**config.mk**
```make
export PLATFORM = sky130hd
export DESIGN_NAME = fetch_unit
export DESIGN_NICKNAME = d
export VERILOG_FILES = /design/src/rtl/fetch_unit.sv
export SDC_FILE = /design/constraint.sdc
export NUM_CORES = 1
export LEC_CHECK = 0
export ABC_AREA = 1
export BUFFER_PORTS_ARGS = -buffer_cell sky130_fd_sc_hd__buf_2
export CORE_MARGIN = 2
export CORE_UTILIZATION = 40
export CTS_CLUSTER_DIAMETER = 150
export DETAILED_ROUTE_END_ITERATION = 10
export PLACE_DENSITY = 0.65
export SYNTH_ARGS = -nofsm -noshare
export SYNTH_HDL_FRONTEND = slang
export SYNTH_SLANG_ARGS = --single-unit
```
**constraint.sdc**
```tcl
create_clock -name clk -period 1.6 [get_ports clk]
set_input_delay 0.48 -clock clk [delete_from_list [all_inputs] [get_ports clk]]
set_output_delay 0.48 -clock clk [all_outputs]
set_load 0.02 [all_outputs]
```
**src/rtl/fetch_unit.sv**
```systemverilog
// Instruction fetch stage: owns the PC, reads the instruction memory, and hands
// PC-tagged code words to the decoder through a valid/ready port with a one-entry skid.
module fetch_unit #(
  parameter int                 PC_W     = 16,
  parameter logic [PC_W-1:0]    RESET_PC = '0,
  parameter int                 INSN_W   = 32
) (
  input  logic              clk,
  input  logic              rst_n,
  output logic              imem_req,
  output logic [PC_W-1:0]   imem_addr,
  input  logic              imem_ack,
  input  logic [INSN_W-1:0] imem_rdata,
  output logic [INSN_W-1:0] code,
  output logic [PC_W-1:0]   code_pc,
  output logic              code_valid,
  input  logic              code_ready,
  input  logic              redirect,
  input  logic [PC_W-1:0]   redirect_pc,
  input  logic              halt
);

  typedef enum logic [1:0] {
    IDLE  = 2'd0,
    FETCH = 2'd1,
    HOLD  = 2'd2
  } state_e;

  localparam logic [PC_W-1:0] PC_ONE = {{(PC_W-1){1'b0}}, 1'b1};

  state_e              state_q, state_d;
  logic [PC_W-1:0]     pc_q, pc_d;
  logic                imem_req_q, imem_req_d;
  logic [PC_W-1:0]     imem_addr_q, imem_addr_d;
  logic [INSN_W-1:0]   code_q, code_d;
  logic [PC_W-1:0]     code_pc_q, code_pc_d;
  logic                code_valid_q, code_valid_d;
  logic [INSN_W-1:0]   skid_q, skid_d;
  logic [PC_W-1:0]     skid_pc_q, skid_pc_d;
  logic                skid_valid_q, skid_valid_d;

  logic                ack_ok;
  logic                transfer;
  logic                slot_free;
  logic [PC_W-1:0]     pc_inc;

  // An ack is only meaningful while our own request is outstanding.
  assign ack_ok    = imem_ack & imem_req_q;
  assign transfer  = code_valid_q & code_ready;
  assign slot_free = ~code_valid_q | code_ready;
  assign pc_inc    = pc_q + PC_ONE;

  // NOTE: every variable gets a default at the top of the always_comb; a path that
  // leaves one unassigned would infer a latch.
  always_comb begin
    state_d      = state_q;
    pc_d         = pc_q;
    imem_req_d   = imem_req_q;
    imem_addr_d  = imem_addr_q;
    code_d       = code_q;
    code_pc_d    = code_pc_q;
    code_valid_d = code_valid_q;
    skid_d       = skid_q;
    skid_pc_d    = skid_pc_q;
    skid_valid_d = skid_valid_q;

    if (transfer) begin
      code_valid_d = 1'b0;
    end

    if (redirect) begin
      // The in-flight ack and any buffered words belong to the abandoned path.
      pc_d         = redirect_pc;
      imem_addr_d  = redirect_pc;
      code_valid_d = 1'b0;
      skid_valid_d = 1'b0;
      if (halt) begin
        state_d    = IDLE;
        imem_req_d = 1'b0;
      end else begin
        state_d    = FETCH;
        imem_req_d = 1'b1;
      end
    end else begin
      case (state_q)
        IDLE: begin
          if (!halt) begin
            state_d     = FETCH;
            imem_req_d  = 1'b1;
            imem_addr_d = pc_q;
          end
        end

        FETCH: begin
          if (ack_ok) begin
            pc_d        = pc_inc;
            imem_addr_d = pc_inc;
            if (slot_free) begin
              code_d       = imem_rdata;
              code_pc_d    = pc_q;
              code_valid_d = 1'b1;
              if (halt) begin
                state_d    = IDLE;
                imem_req_d = 1'b0;
              end
            end else begin
              // Decoder stalled with a word already presented: park this one.
              skid_d       = imem_rdata;
              skid_pc_d    = pc_q;
              skid_valid_d = 1'b1;
              imem_req_d   = 1'b0;
              state_d      = HOLD;
            end
          end else if (halt) begin
            state_d    = IDLE;
            imem_req_d = 1'b0;
          end
        end

        HOLD: begin
          if (code_ready) begin
            code_d       = skid_q;
            code_pc_d    = skid_pc_q;
            code_valid_d = 1'b1;
            skid_valid_d = 1'b0;
            if (halt) begin
              state_d    = IDLE;
              imem_req_d = 1'b0;
            end else begin
              state_d     = FETCH;
              imem_req_d  = 1'b1;
              imem_addr_d = pc_q;
            end
          end
        end

        default: begin
          state_d    = IDLE;
          imem_req_d = 1'b0;
        end
      endcase
    end
  end

  // NOTE: sequential state uses non-blocking assignments so every register samples
  // the pre-edge values regardless of statement order.
  always_ff @(posedge clk or negedge rst_n) begin
    if (!rst_n) begin
      state_q      <= IDLE;
      pc_q         <= RESET_PC;
      imem_req_q   <= 1'b0;
      imem_addr_q  <= RESET_PC;
      code_q       <= '0;
      code_pc_q    <= '0;
      code_valid_q <= 1'b0;
      // NOTE: the skid storage is a plain register, not a memory array, so it is
      // cleared with the rest of the state at no cost.
      skid_q       <= '0;
      skid_pc_q    <= '0;
      skid_valid_q <= 1'b0;
    end else begin
      state_q      <= state_d;
      pc_q         <= pc_d;
      imem_req_q   <= imem_req_d;
      imem_addr_q  <= imem_addr_d;
      code_q       <= code_d;
      code_pc_q    <= code_pc_d;
      code_valid_q <= code_valid_d;
      skid_q       <= skid_d;
      skid_pc_q    <= skid_pc_d;
      skid_valid_q <= skid_valid_d;
    end
  end

  assign imem_req   = imem_req_q;
  assign imem_addr  = imem_addr_q;
  assign code       = code_q;
  assign code_pc    = code_pc_q;
  assign code_valid = code_valid_q;

  // Structural invariants of the skid and request logic.
  always_ff @(posedge clk) begin
    if (rst_n) begin
      assert (!skid_valid_q || code_valid_q)
        else $error("fetch_unit: skid holds a word while the output slot is empty");
      assert (state_q == FETCH || !imem_req_q)
        else $error("fetch_unit: request raised outside FETCH");
    end
  end

endmodule

```
* Word level (Yosys, flattened, before mapping)
Cells that the tools add are included.
Widths: inputs -> output; s select.
** Word-level totals
- Register bits :: 132
- Logic and storage cells :: 71
** Cells by class
- Muxes and demuxes :: 37
- Bitwise operators :: 6
- Add/sub/neg operators :: 1
- Equality and inequality tests :: 8
- Reduce and logical (&&, ||, !) cells :: 10
** Operator list (count)
- $mux 16 :: 9
- $mux 32 :: 3
- $pmux 32 s2 :: 1
- $pmux 16 s3 :: 1
- $pmux 16 s2 :: 1
- $add 16x1->16 const B :: 1
- $mux 1 :: 13
- $mux 2 :: 6
- $ne 3x3->1 const B :: 3
- $ne 2x2->1 const B :: 3
- $pmux 2 s3 :: 1
- $reduce_bool 2->1 :: 3
- $reduce_and 5->1 :: 1
- $reduce_and 2->1 :: 2
- $reduce_and 4->1 :: 1
- $reduce_bool 4->1 :: 1
- $not 1->1 :: 3
- $pmux 1 s3 :: 1
- $reduce_and 3->1 :: 1
- $and 1x1->1 :: 2
- $eq 2x1->1 const B :: 1
- $eq 2x2->1 const B :: 1
- $logic_not 2->1 :: 1
- $pmux 1 s2 :: 1
- $or 1x1->1 :: 1

* Depth between registers and ports, before layout
- Depth in word-level cells :: 6
- Mapped depth :: 11
- Mapped depth without buffers :: 10

* Least setup slack after synthesis
OpenSTA, ideal clock, no wires.
- Path type :: register -> register
- From :: reg state_q[1]
- To :: reg skid_q[10]
- Required time :: 1.472 ns
- Slack :: -0.082 ns
- Cell stages (with the launch flop) :: 8
- Setup time :: 0.128 ns
- Data arrival time :: 1.555 ns
- Path through :: dfrtp_1 inv_1 ha_1 inv_2 nor2_4 nand3_4 buf_2 mux2_1
** Between the ends
- Cells in the longest elaborated chain, start to end :: 2
** Ends and longest elaborated chain
- from (decl) :: line 31 : state_e state_q, state_d;
- from (signal assigned) :: line 162 : state_q <= state_d;
- $eq 2x1->1 :: line 85 : case (state_q)
- $reduce_and 4->1 (no line)
- to (signal assigned) :: line 169 : skid_q <= skid_d;
- to (decl) :: line 38 : logic [INSN_W-1:0] skid_q, skid_d;
Every way passes these cells.
A chain may end at the register's enable or synchronous reset.

* Worst setup path after layout
- From :: reg state_q[0]
- To :: reg code_q[1] (netlist: code[1])
** Between the ends
- Cells in the longest elaborated chain, start to end :: 3
- Elaborated cells between the ends (all ways) :: 8
- Classes of those cells :: eq/ne (5); mux (1); reduce/logical (2)
** Ends and longest elaborated chain
- $eq 2x1->1 / $eq 2x2->1 (equally long branches) :: line 85
- $ne 2x2->1 (no line) / $reduce_bool 2->1 (equally long branches)
- $reduce_and 5->1 (no line)
- to (signal assigned) :: line 166 : code_q <= code_d;
- to (decl) :: line 35 : logic [INSN_W-1:0] code_q, code_d;
Parallel ways exist; a longest one is shown, timed or not.

==> results.yml <==
cts:
  cts_buffers: 17
  clock_path_buffers: 2
  clock_latency_ps: 420
  cts_tree: "yes"
  cts_sinks: 132
  htree_levels: 4
  clkTransAtPathRegs_ps: 50
  cts_root_buf: "clkbuf_16"
logic_synthesis:
  synth_nets: 771
  ys_seq_elements: 132
  synthDistinctLibCells: 30
  ys_seq_area_share_pct: 53.3
  syn_inst: 712
  syn_area_per_cell_um2: 8.71
  yosysWarnings: 0
  syn-cell-area_mm2: 0.00620
grt:
  grt_pass1_vias: 5171
  overflow: 0
  grt_use_total_pct: 20.5
  grt_antenna_before_repair: 0
  grt_pass1_wl_um: 26500
  grt_max_degree: 39
critical_path:
  crit_type: "reg2reg"
  worstPathRequired_ps: 1940
  worstPathArrival_ps: 2050
  crit_path_end: "code[1]"
  ff2ff_setup_slack_ps: -110
  regToRegStartpoint: "state_q[0]"
  critPathLaunch: "state_q[0]"
  critical-path-slowest-cell: "dfrtp_1"
  endpoint_kind: "register"
  cp-start-kind: "register"
  reg2reg_to: "code[1]"
  cpMostUsedCell: "buf_12"
  cp_slowest_stage_delay_ps: 400
  worstPathMaxFanout: 15
  cp_cell_sequence: "buf_6 > ha_4 > nand2_1 > nand3_2 > nor2_4 > buf_12 > buf_12 > nor2_1 > a31oi_4"
  rr_worst_depth: 9
floorplan:
  fp.dieArea_mm2: 0.0165
  ios: 120
  fp.coreArea_mm2: 0.0152
  die_h_um: 129
  num_rows: 45
  dieWidth_um: 129
  start_util_pct: 40.8
cells_and_area:
  drive_gt1_share_pct: 35.6
  n_fill_cell: 1370
  fin_nets: 943
  syn_to_final_growth_pct: 41.2
  diodes: 0
  post-route-util_pct: 57.6
timing:
  setup_viol: 92
  setup_slack_ps: -110
  slew_viol_final: 0
  period_needed_ps: 1710
  period_share_pct: 107
  slew_headroom_pct: 72.1
  worst_slew_pin_slew_ps: 418
  fmax_mhz: 585
  hold_viol: 0
  rsz0062_at_grt: "true"
  setup_tns_ps: -5360
  finalClockSkew_ps: 5.54
outcome:
  violations: "setup timing"
  status: "finished with violations"
routing:
  ant_nets: 0
  first_iter_violations: 402
  drt_pass1_iterations: 5
  wl_per_cell_um: 16.0
  drc: 0
  wirelength_um: 17300
  post_drt_via_cell_ratio: 5.17
  vias: 5603
pwr:
  pwr_density_cell_mw_per_mm2: 1380
  p_leak_nw: 4.26
  irDropWorstVdd_mv: 0.850
placed_design:
  routabilityCongestion: 0.839
  io_buffers: 119
  detailed_place_hpwl_um: 11000
hold_path:
  hp-class: "in2reg"
flow_run:
  drv_cap: 0
synth_stat cells:
master	n	share of area, %
o211ai_1	11	1.3
xnor2_1	1	0.14
nand4_1	5	0.50
xor2_1	6	0.85
a22oi_1	2	0.24
nand2_1	197	12
inv_2	1	0.060
clkbuf_1	21	1.3
nand3_1	23	1.9
a31o_1	1	0.14
nor3_1	1	0.081
o21ai_0	30	2.4
a21oi_1	26	2.1
nor2_1	87	5.3
ha_1	5	1.0
a31o_2	1	0.14
dfrtp_1	132	53
mux2_2	4	0.73
a31oi_1	52	5.2
buf_1	2	0.12
o221ai_1	4	0.56
inv_1	47	2.8
o22ai_1	4	0.40
buf_2	13	1.0
nor2_2	1	0.10
o21ai_1	1	0.081
mux2_1	28	5.1
nand3_4	1	0.28
nor2_4	1	0.18
buf_6	4	0.73
state kept, by name, indices dropped and copies added (netlist names):
signal / count
code: 32
code_pc: 16
code_valid: 1
imem_addr: 16
imem_req: 1
pc_q: 16
skid_pc_q: 16
skid_q: 32
state_q: 2
routing by layer:
metal | global-route usage (%) | wire [µm] | vias up
met2 | 32.2 | 8170 | 173
met5 | 0 | 0 | -
met4 | 6.71 | 195 | 0
met3 | 4.32 | 850 | 15
li1 | - | - | 2713
met1 | 28.5 | 8120 | 2702
placed cells by master (no fill, tap or decap), types with 3 or more instances in the layout:
cell type | synthesis | routed
buf_2 | 13 | 117
nand3_1 | 23 | 21
clkbuf_1 | 21 | 5
mux2_2 | 4 | 4
o21ai_1 | 1 | 9
mux2_4 | 0 | 27
buf_6 | 4 | 14
o21ai_2 | 0 | 6
buf_4 | 0 | 43
a31oi_4 | 0 | 12
a31oi_1 | 52 | 38
xor2_1 | 6 | 6
nand4_1 | 5 | 5
buf_12 | 0 | 12
dfrtp_1 | 132 | 132
clkbuf_8 | 0 | 4
nor2_4 | 1 | 6
nor2_1 | 87 | 69
a21oi_2 | 0 | 4
nand2_4 | 0 | 4
nand2_1 | 197 | 184
a21oi_1 | 26 | 22
nand2_2 | 0 | 9
inv_1 | 47 | 42
nor2_2 | 1 | 14
o211ai_1 | 11 | 11
inv_2 | 1 | 4
clkbuf_16 | 0 | 18
o221ai_1 | 4 | 3
o22ai_1 | 4 | 4
o21ai_0 | 30 | 16
ha_1 | 5 | 3
kinds of logic after synthesis:
| logic type | Yosys count | share of synthesized area, % |
|---|---|---|
| AOI/OAI and AO/OA | 132 | 12.7 |
| DFF | 132 | 53.3 |
| buffers and inverters | 88 | 6.07 |
| muxes | 32 | 5.81 |
| adders and majority gates | 5 | 1.01 |
| xor gates and xnor gates | 7 | 0.989 |
| and+or+nand+nor | 316 | 20.2 |
repair_timing:
item,in CTS,in global routing
buffers inserted,8,2
endpoints found under the setup margin,115,123
pin swaps,4,5
gates cloned,3,2
resized for setup,38,105
endpoints found under the hold margin,33,0
hold buffers,1,0
layout make-up:
cell class | count | area, µm² | area share [%]
sequential | 132 | 3300 | 37.7
timing repair buffer | 193 | 1460 | 16.7
multi-input combinational | 492 | 3020 | 34.5
clock inverter | 4 | 47.5 | 0.543
tap | 188 | 235 | 2.69
clock buffer | 26 | 499 | 5.70
inverter | 48 | 190 | 2.17
stage by stage:
stage / cells / hold WS, ps / worst slack [ps] / total power [mW] / instance area, µm²
4_1_cts: 1082 / 276 / -85.1 / 11.8 / 8320
2_1_floorplan: 712 / 184 / -28.6 / 6.58 / 6240
5_1_grt: 1083 / 283 / -178 / 12.8 / 8760
3_5_place_dp: 1040 / 426 / -163 / 7.89 / 7460
6_report: 1083 / 292 / -110 / 12.1 / 8760
3_3_place_gp: 1040 / 430 / -152 / 7.83 / 7460
critical path, delay by kind of cell (launching register included):
| family | cells | cell delay (ps) |
|---|---|---|
| buf+inv | 3 | 470 |
| simple gates | 4 | 460 |
| compound gates | 1 | 140 |
| fa+ha+maj | 1 | 170 |
| flops | 1 | 400 |
where the power goes:
| part | leakage, nW | internal (mW) | switching (mW) |
|---|---|---|---|
| combinational | 2.38 | 1.57 | 2.20 |
| clock | 0.266 | 2.28 | 1.38 |
| sequential | 1.61 | 4.17 | 0.524 |
worst min-delay path by stage:
stage / start / end / depth (start not counted)
after floorplan: rst_n / code[0] / 0
after global placement: rst_n / code[23] / 1
after detailed placement: rst_n / code[23] / 1
after CTS: imem_rdata[16] / skid_q[16] / 2
after global routing: imem_rdata[29] / skid_q[29] / 2
final: imem_rdata[29] / skid_q[29] / 2
No activity file was read; power rests on OpenSTA's default activity.
